<file path="src/rtl/tetris_pkg.sv">
// ============================================================================
// Module  : tetris_pkg
// Brief   : Shared move command encoding, keycodes, auto-repeat states and
//           per-level gravity thresholds for the move scheduler.
// Revision: 1.0 - initial release
// ============================================================================
`default_nettype none

package tetris_pkg;

  // Command stream encoding seen by the Game engine
  typedef enum logic [2:0] {
    NONE    = 3'd0,
    LEFT    = 3'd1,
    RIGHT   = 3'd2,
    DOWN    = 3'd3,
    ROT_R   = 3'd4,
    ROT_L   = 3'd5,
    GRAVITY = 3'd6
  } move_t;

  // Auto-repeat key tracker states
  typedef enum logic [1:0] {
    AR_IDLE    = 2'd0,
    AR_HOLD    = 2'd1,
    AR_REPEAT  = 2'd2,
    AR_BLOCKED = 2'd3
  } ar_state_t;

  localparam logic [7:0] KEY_NONE  = 8'h00;
  localparam logic [7:0] KEY_LEFT  = 8'h80;
  localparam logic [7:0] KEY_RIGHT = 8'h79;
  localparam logic [7:0] KEY_DOWN  = 8'h81;
  localparam logic [7:0] KEY_ROT_R = 8'h82;
  localparam logic [7:0] KEY_ROT_L = 8'h29;

  localparam int LEVEL_MAX = 6;

  // Cycles between gravity ticks per level (real clock and simulation scale)
  localparam logic [31:0] GRAV_THR [0:6] = '{
    32'd100_000_000, 32'd75_000_000, 32'd50_000_000, 32'd25_000_000,
    32'd20_000_000,  32'd15_000_000, 32'd10_000_000
  };
  localparam logic [31:0] GRAV_FAST [0:6] = '{
    32'd100, 32'd75, 32'd50, 32'd25, 32'd20, 32'd15, 32'd10
  };

  // Unknown keycodes behave exactly like "no key"
  function automatic move_t key_decode(input logic [7:0] code);
    case (code)
      KEY_LEFT:  return LEFT;
      KEY_RIGHT: return RIGHT;
      KEY_DOWN:  return DOWN;
      KEY_ROT_R: return ROT_R;
      KEY_ROT_L: return ROT_L;
      default:   return NONE;
    endcase
  endfunction

  // Only translation keys auto-repeat; rotations fire once per press
  function automatic logic is_move_key(input move_t m);
    return (m == LEFT) || (m == RIGHT) || (m == DOWN);
  endfunction

endpackage

`default_nettype wire

</file>
<file path="src/rtl/move_scheduler_autorepeat_fsm.sv">
// ============================================================================
// Module  : autorepeat_fsm
// Brief   : Decodes keycodes and produces one pend pulse per press plus
//           DAS/ARR auto-repeat pulses while a move key stays held.
// Revision: 1.0 - initial release
// ============================================================================
`default_nettype none

module autorepeat_fsm
  import tetris_pkg::*;
#(
  parameter int DAS_DELAY  = 16_000_000,
  parameter int ARR_PERIOD = 5_000_000,
  parameter int CNT_W      = 32
) (
  input  logic       clk,
  input  logic       rst_n,
  input  logic       i_enable,
  input  logic [7:0] i_key,
  input  logic       i_lock_flush,
  output logic       o_pend,
  output logic [2:0] o_code
);

  localparam logic [CNT_W-1:0] DAS_LAST = CNT_W'(DAS_DELAY - 1);
  localparam logic [CNT_W-1:0] ARR_LAST = CNT_W'(ARR_PERIOD - 1);

  ar_state_t        r_state, w_state_nxt;
  move_t            r_latched, w_latched_nxt;
  logic [CNT_W-1:0] r_cnt, w_cnt_nxt, w_last;
  move_t            w_key, w_code;
  logic             w_pend;

  assign w_key  = key_decode(i_key);
  assign o_pend = w_pend;
  assign o_code = w_code;

  // State, latched key and DAS/ARR counter registers
  always_ff @(posedge clk or negedge rst_n) begin
    if (!rst_n) begin
      r_state   <= AR_IDLE;
      r_latched <= NONE;
      r_cnt     <= '0;
    end else begin
      r_state   <= w_state_nxt;
      r_latched <= w_latched_nxt;
      r_cnt     <= w_cnt_nxt;
    end
  end

  // Next-state and pend pulse; a piece lock overrides everything and a held key is blocked
  always_comb begin
    w_state_nxt   = r_state;
    w_latched_nxt = r_latched;
    w_cnt_nxt     = r_cnt;
    w_pend        = 1'b0;
    w_code        = NONE;
    w_last        = (r_state == AR_HOLD) ? DAS_LAST : ARR_LAST;
    if (i_lock_flush) begin
      w_state_nxt   = (w_key != NONE) ? AR_BLOCKED : AR_IDLE;
      w_latched_nxt = NONE;
      w_cnt_nxt     = '0;
    end else if (i_enable) begin
      case (r_state)
        AR_IDLE: begin
          if (w_key != NONE) begin
            w_pend        = 1'b1;
            w_code        = w_key;
            w_latched_nxt = w_key;
            w_cnt_nxt     = '0;
            w_state_nxt   = AR_HOLD;
          end
        end
        AR_HOLD, AR_REPEAT: begin
          if (w_key == NONE) begin
            w_state_nxt = AR_IDLE;
            w_cnt_nxt   = '0;
          end else if (w_key != r_latched) begin
            // A different key counts as a fresh press in this same cycle
            w_pend        = 1'b1;
            w_code        = w_key;
            w_latched_nxt = w_key;
            w_cnt_nxt     = '0;
            w_state_nxt   = AR_HOLD;
          end else if (is_move_key(w_key)) begin
            if (r_cnt == w_last) begin
              w_pend      = 1'b1;
              w_code      = w_key;
              w_cnt_nxt   = '0;
              w_state_nxt = AR_REPEAT;
            end else begin
              w_cnt_nxt = r_cnt + CNT_W'(1);
            end
          end
        end
        AR_BLOCKED: begin
          if (w_key == NONE) w_state_nxt = AR_IDLE;
        end
        default: w_state_nxt = AR_IDLE;
      endcase
    end
  end

endmodule

`default_nettype wire

</file>
<file path="src/rtl/move_scheduler.sv">
// ============================================================================
// Module  : move_scheduler
// Brief   : Merges level-scaled gravity ticks and auto-repeated key moves into
//           a single registered valid/ready command stream for the Game engine.
// Revision: 1.0 - initial release
// ============================================================================
`default_nettype none

module move_scheduler
  import tetris_pkg::*;
#(
  parameter int DAS_DELAY  = 16_000_000,
  parameter int ARR_PERIOD = 5_000_000,
  parameter int SIM_FAST   = 0,
  parameter int CNT_W      = 32
) (
  input  logic       clk,
  input  logic       rst_n,
  input  logic       i_enable,
  input  logic [7:0] i_key,
  input  logic [2:0] i_level,
  input  logic       i_lock_flush,
  output logic       o_cmd_valid,
  output logic [2:0] o_cmd,
  input  logic       i_cmd_ready
);

  logic [CNT_W-1:0] r_grav_cnt, w_thr;
  logic [2:0]       w_lvl;
  logic             w_grav_fire, w_hs, w_down_acc;
  logic             w_ar_pend;
  logic [2:0]       w_ar_code;
  logic             r_gpend, r_kpend, r_valid;
  move_t            r_kcode, r_cmd;
  logic             w_load, w_take_g, w_take_k, w_drop_down, w_kpend_left;

  autorepeat_fsm #(
    .DAS_DELAY  (DAS_DELAY),
    .ARR_PERIOD (ARR_PERIOD),
    .CNT_W      (CNT_W)
  ) u_autorepeat (
    .clk          (clk),
    .rst_n        (rst_n),
    .i_enable     (i_enable),
    .i_key        (i_key),
    .i_lock_flush (i_lock_flush),
    .o_pend       (w_ar_pend),
    .o_code       (w_ar_code)
  );

  assign w_lvl       = (i_level > 3'(LEVEL_MAX)) ? 3'(LEVEL_MAX) : i_level;
  assign w_thr       = (SIM_FAST != 0) ? CNT_W'(GRAV_FAST[w_lvl]) : CNT_W'(GRAV_THR[w_lvl]);
  assign w_grav_fire = i_enable & (r_grav_cnt == w_thr - CNT_W'(1));
  assign w_hs        = r_valid & i_cmd_ready;
  assign w_down_acc  = w_hs & (r_cmd == DOWN);

  // Gravity period counter; a lock or an accepted soft-drop restarts the period
  always_ff @(posedge clk or negedge rst_n) begin
    if (!rst_n) begin
      r_grav_cnt <= '0;
    end else if (i_lock_flush || w_down_acc) begin
      r_grav_cnt <= '0;
    end else if (i_enable) begin
      r_grav_cnt <= w_grav_fire ? '0 : r_grav_cnt + CNT_W'(1);
    end
  end

  // Arbitration: the slot refills when empty or being accepted; gravity wins and absorbs a pending DOWN
  always_comb begin
    w_load       = ~r_valid | w_hs;
    w_take_g     = w_load & r_gpend;
    w_take_k     = w_load & ~r_gpend & r_kpend;
    w_drop_down  = w_take_g & r_kpend & (r_kcode == DOWN);
    w_kpend_left = r_kpend & ~w_take_k & ~w_drop_down;
  end

  // One-deep pending flags; repeats of an event still pending are coalesced
  always_ff @(posedge clk or negedge rst_n) begin
    if (!rst_n) begin
      r_gpend <= 1'b0;
      r_kpend <= 1'b0;
      r_kcode <= NONE;
    end else if (i_lock_flush) begin
      r_gpend <= 1'b0;
      r_kpend <= 1'b0;
      r_kcode <= NONE;
    end else begin
      r_gpend <= (r_gpend & ~w_take_g) | w_grav_fire;
      if (w_ar_pend && !w_kpend_left) begin
        r_kpend <= 1'b1;
        r_kcode <= move_t'(w_ar_code);
      end else begin
        r_kpend <= w_kpend_left;
      end
    end
  end

  // Registered output slot, held stable until accepted or flushed
  always_ff @(posedge clk or negedge rst_n) begin
    if (!rst_n) begin
      r_valid <= 1'b0;
      r_cmd   <= NONE;
    end else if (i_lock_flush) begin
      r_valid <= 1'b0;
      r_cmd   <= NONE;
    end else if (w_load) begin
      r_valid <= w_take_g | w_take_k;
      r_cmd   <= w_take_g ? GRAVITY : (w_take_k ? r_kcode : NONE);
    end
  end

  assign o_cmd_valid = r_valid;
  assign o_cmd       = r_cmd;

endmodule

`default_nettype wire

</file>
<file path="config.mk">
export PLATFORM = sky130hd
export DESIGN_NAME = move_scheduler
export DESIGN_NICKNAME = d
export VERILOG_FILES = /design/src/rtl/tetris_pkg.sv /design/src/rtl/move_scheduler_autorepeat_fsm.sv /design/src/rtl/move_scheduler.sv
export SDC_FILE = /design/constraint.sdc
export NUM_CORES = 1
export LEC_CHECK = 0
export CORE_UTILIZATION = 40
export DETAILED_ROUTE_END_ITERATION = 6
export GPL_ROUTABILITY_DRIVEN = 1
export HOLD_SLACK_MARGIN = 0.08
export MAX_ROUTING_LAYER = met4
export SYNTH_ARGS = -nofsm -noshare
export SYNTH_HDL_FRONTEND = slang
export SYNTH_SLANG_ARGS = --single-unit
</file>
<file path="constraint.sdc">
create_clock -name clk -period 3.7 [get_ports clk]
set_clock_uncertainty 0.2 [all_clocks]
set_input_delay 0.555 -clock clk [delete_from_list [all_inputs] [get_ports clk]]
set_output_delay 0.555 -clock clk [all_outputs]
set_load 0.02 [all_outputs]
</file>
==> results.sh <==
export IMPL_p_total_uw=2150
export IMPL_clkTransAtPathRegs_ns=0.06
export IMPL_start_util=0.413
export IMPL_synthToLayoutAreaGrowth_pct=15.1
export IMPL_avgRoutedWirePerCell_um=16.2
export IMPL_critPathMaxFanout=13
export IMPL_port_buffers=19
export IMPL_post_route_util=0.475
export IMPL_row_count=42
export IMPL_critPathCaptureType="flip-flop"
export IMPL_grt_pass1_vias=4945
export IMPL_r2r_slack_ns=0.75
export IMPL_final_period_utilization=0.899
export IMPL_drt_vias_per_instance=5.94
export IMPL_critPathRequiredTime_ns=3.72
export IMPL_ios=20
export IMPL_core_area_mm2=0.0133
export IMPL_drc=0
export IMPL_gp_congestion=0.928
export IMPL_rsz0062_at_grt="no"
export IMPL_wl_mm=14.2
export IMPL_syn_cell_area_mm2=0.00549
export IMPL_slew_violations=0
export IMPL_dp_final_hpwl_mm=10.0
export IMPL_ir_drop_mv=0.227
export IMPL_cts_root_buffer="clkbuf_16"
export IMPL_drive_gt1_frac=0.106
export IMPL_path_class="in -> reg"
export IMPL_stdcell_count=875
export IMPL_reg2regPathDepth=9
export IMPL_final_common_cell="nand2_1"
export IMPL_cts_tree="built"
export IMPL_setup_viol=0
export IMPL_routed_via_count=5201
export IMPL_layout_nets=721
export IMPL_diodes=0
export IMPL_run_status="completed"
export IMPL_layout_common_cells="nand2_1, dfrtp_1, nand3_1, a21oi_1, nor2_1"
export IMPL_intPower_uw=1640
export IMPL_clockPowerShare=0.489
export IMPL_relSlewSlack=0.323
export IMPL_power_leakage_uw=0.00252
export IMPL_max_freq_ghz=0.301
export IMPL_postSynthCellCount=667
export IMPL_cts_hold_buffers=0
export IMPL_cp_start_kind="input port"
export IMPL_ys_flop_type="dfrtp_1"
export IMPL_die_area_mm2=0.0142
export IMPL_drt_iter0_drc=468
export IMPL_cap_violations=0
export IMPL_grt_pass1_wl_mm=24.3
export IMPL_fin_crit_ns=3.33
export IMPL_place_inst=859
export IMPL_hold_class="in -> async"
export IMPL_switching_share=0.235
export IMPL_clockBufferDepth=2
export IMPL_htree_levels=3
export IMPL_ys_ff_latch=78
export IMPL_yosysWarningCount=0
export IMPL_worst_pin_slew_ns=1.02
export IMPL_finalSetupTns_ns=0
export IMPL_pwr_share_comb=0.108
export IMPL_final_hold_violation_count=0
export IMPL_clk_latency_ns=0.35
export IMPL_ctsResizeCount=0
export IMPL_numCtsBuffers=9
export IMPL_async_reset_ff_frac=1.00
export IMPL_antenna_found_initial=0
export IMPL_die_y_um=119
export IMPL_power_density_mw_per_mm2=340
export IMPL_pwr_share_seq=0.402
export IMPL_ant_nets=0
export IMPL_post_cts_buffers=0
export IMPL_chipWidth_um=119
export IMPL_syn_avg_cell_area_um2=8.22
export IMPL_switching_power_uw=504
export IMPL_timing_rr_start="u_autorepeat.r_state[0]"
export IMPL_syn_num_nets=694
export IMPL_grt_max_degree=79
export IMPL_synth_edff_count=0
export IMPL_placed_area_mm2=0.00596
export IMPL_grt_total_usage=0.218
export IMPL_dr_pass1_iters=7
export IMPL_cts_sinks=78
export IMPL_postLayoutCellArea_mm2=0.00631
export IMPL_synth_seq_area_share=0.356
export IMPL_cp_arrival_ns=3.35
export IMPL_r2r_end="u_autorepeat.r_cnt[31]"
export IMPL_ys_types=74
export IMPL_grt_overflow=0
-- sequential cells by signal, summed over array words and instances, names as in the netlist --
register                cells
r_kcode                     3
r_kpend                     1
o_cmd                       3
o_cmd_valid                 1
u_autorepeat.r_cnt         32
r_gpend                     1
u_autorepeat.r_latched      3
u_autorepeat.r_state        2
r_grav_cnt                 32
-- cell type report --
cell class              count  area (um^2)
inverters                  17         63.8
repair buffers             47          410
well taps                 176          220
multi-input cells         541         3320
clock buffers              13          260
fillers                  1281         6980
flip-flops and latches     78         1950
clock inverters             3         90.1
-- per-stage QoR --
stage / hold WS, ns / setup WS [ns]
global placement: 0.286 / 0.110
finish: 0.173 / 0.373
global route: 0.287 / 0.123
CTS: 0.241 / 0.392
detailed placement: 0.288 / 0.0371
floorplan: 0.0594 / 0.179
-- metal layers --
| metal | wire (um) | global-route usage | share of wire |
|---|---|---|---|
| met1 | 6520 | 0.274 | 0.46 |
| met2 | 6840 | 0.350 | 0.48 |
| met3 | 599 | 0.0426 | 0.042 |
| met4 | 221 | 0.0752 | 0.016 |
| met5 | 0 | - | 0 |
-- synth_stat cells, drive strengths merged (6+ instances only) --
master / instances / area, um^2
nor4: 14 / 106
and2: 6 / 40.0
a31oi: 26 / 169
dfrtp: 78 / 1950
or3: 10 / 67.6
mux2i: 13 / 130
nor3: 23 / 131
nand2: 89 / 337
nor2b: 15 / 93.8
nand3: 60 / 315
o21ai: 33 / 169
clkbuf: 20 / 76.3
nand3b: 7 / 52.6
o211ai: 6 / 50.1
and3: 15 / 93.8
or4: 6 / 45.0
nand4: 14 / 87.6
a21oi: 48 / 240
nor2: 46 / 173
ha: 11 / 138
xor2: 9 / 78.8
buf: 11 / 78.8
nand2b: 10 / 62.6
inv: 17 / 63.8
a2bb2oi: 6 / 52.6
-- kinds of logic after synthesis --
logic type,synth area share
fa+ha+maj,0.0251
simple gates,0.335
mux,0.0299
buf+inv,0.0399
xor+xnor,0.0208
flops,0.356
compound gates,0.193
-- critical path, cell delays in order --
cell	delay [ns]
clkdlybuf4s50_1	0.47
nand2_1	0.07
nand2_1	0.08
inv_1	0.06
ha_1	0.20
or4b_2	0.59
o21ai_0	0.13
nand2_1	0.09
nor4_1	0.35
nand3_2	0.16
buf_4	0.22
a311oi_1	0.29
nor2_1	0.07
-- worst max path at each step --
stage | startpoint | cells past startpoint | to
final | i_level[2] | 13 | r_grav_cnt[24]
after global routing | i_level[1] | 13 | r_grav_cnt[17]
after CTS | i_level[2] | 13 | r_grav_cnt[24]
after detailed placement | i_level[2] | 13 | r_grav_cnt[24]
after global placement | i_level[1] | 13 | r_grav_cnt[24]
after floorplan | i_level[2] | 15 | r_grav_cnt[22]
-- power by group through the flow --
stage | Combinational, uW | Sequential [uW] | Clock (uW)
after floorplan | 142 | 878 | 0
after global placement | 228 | 879 | 0
after detailed placement | 232 | 879 | 0
after CTS | 232 | 863 | 1070
after global routing | 256 | 864 | 1100
final | 232 | 863 | 1050
Note: power is estimated with default switching activity, not from simulation.
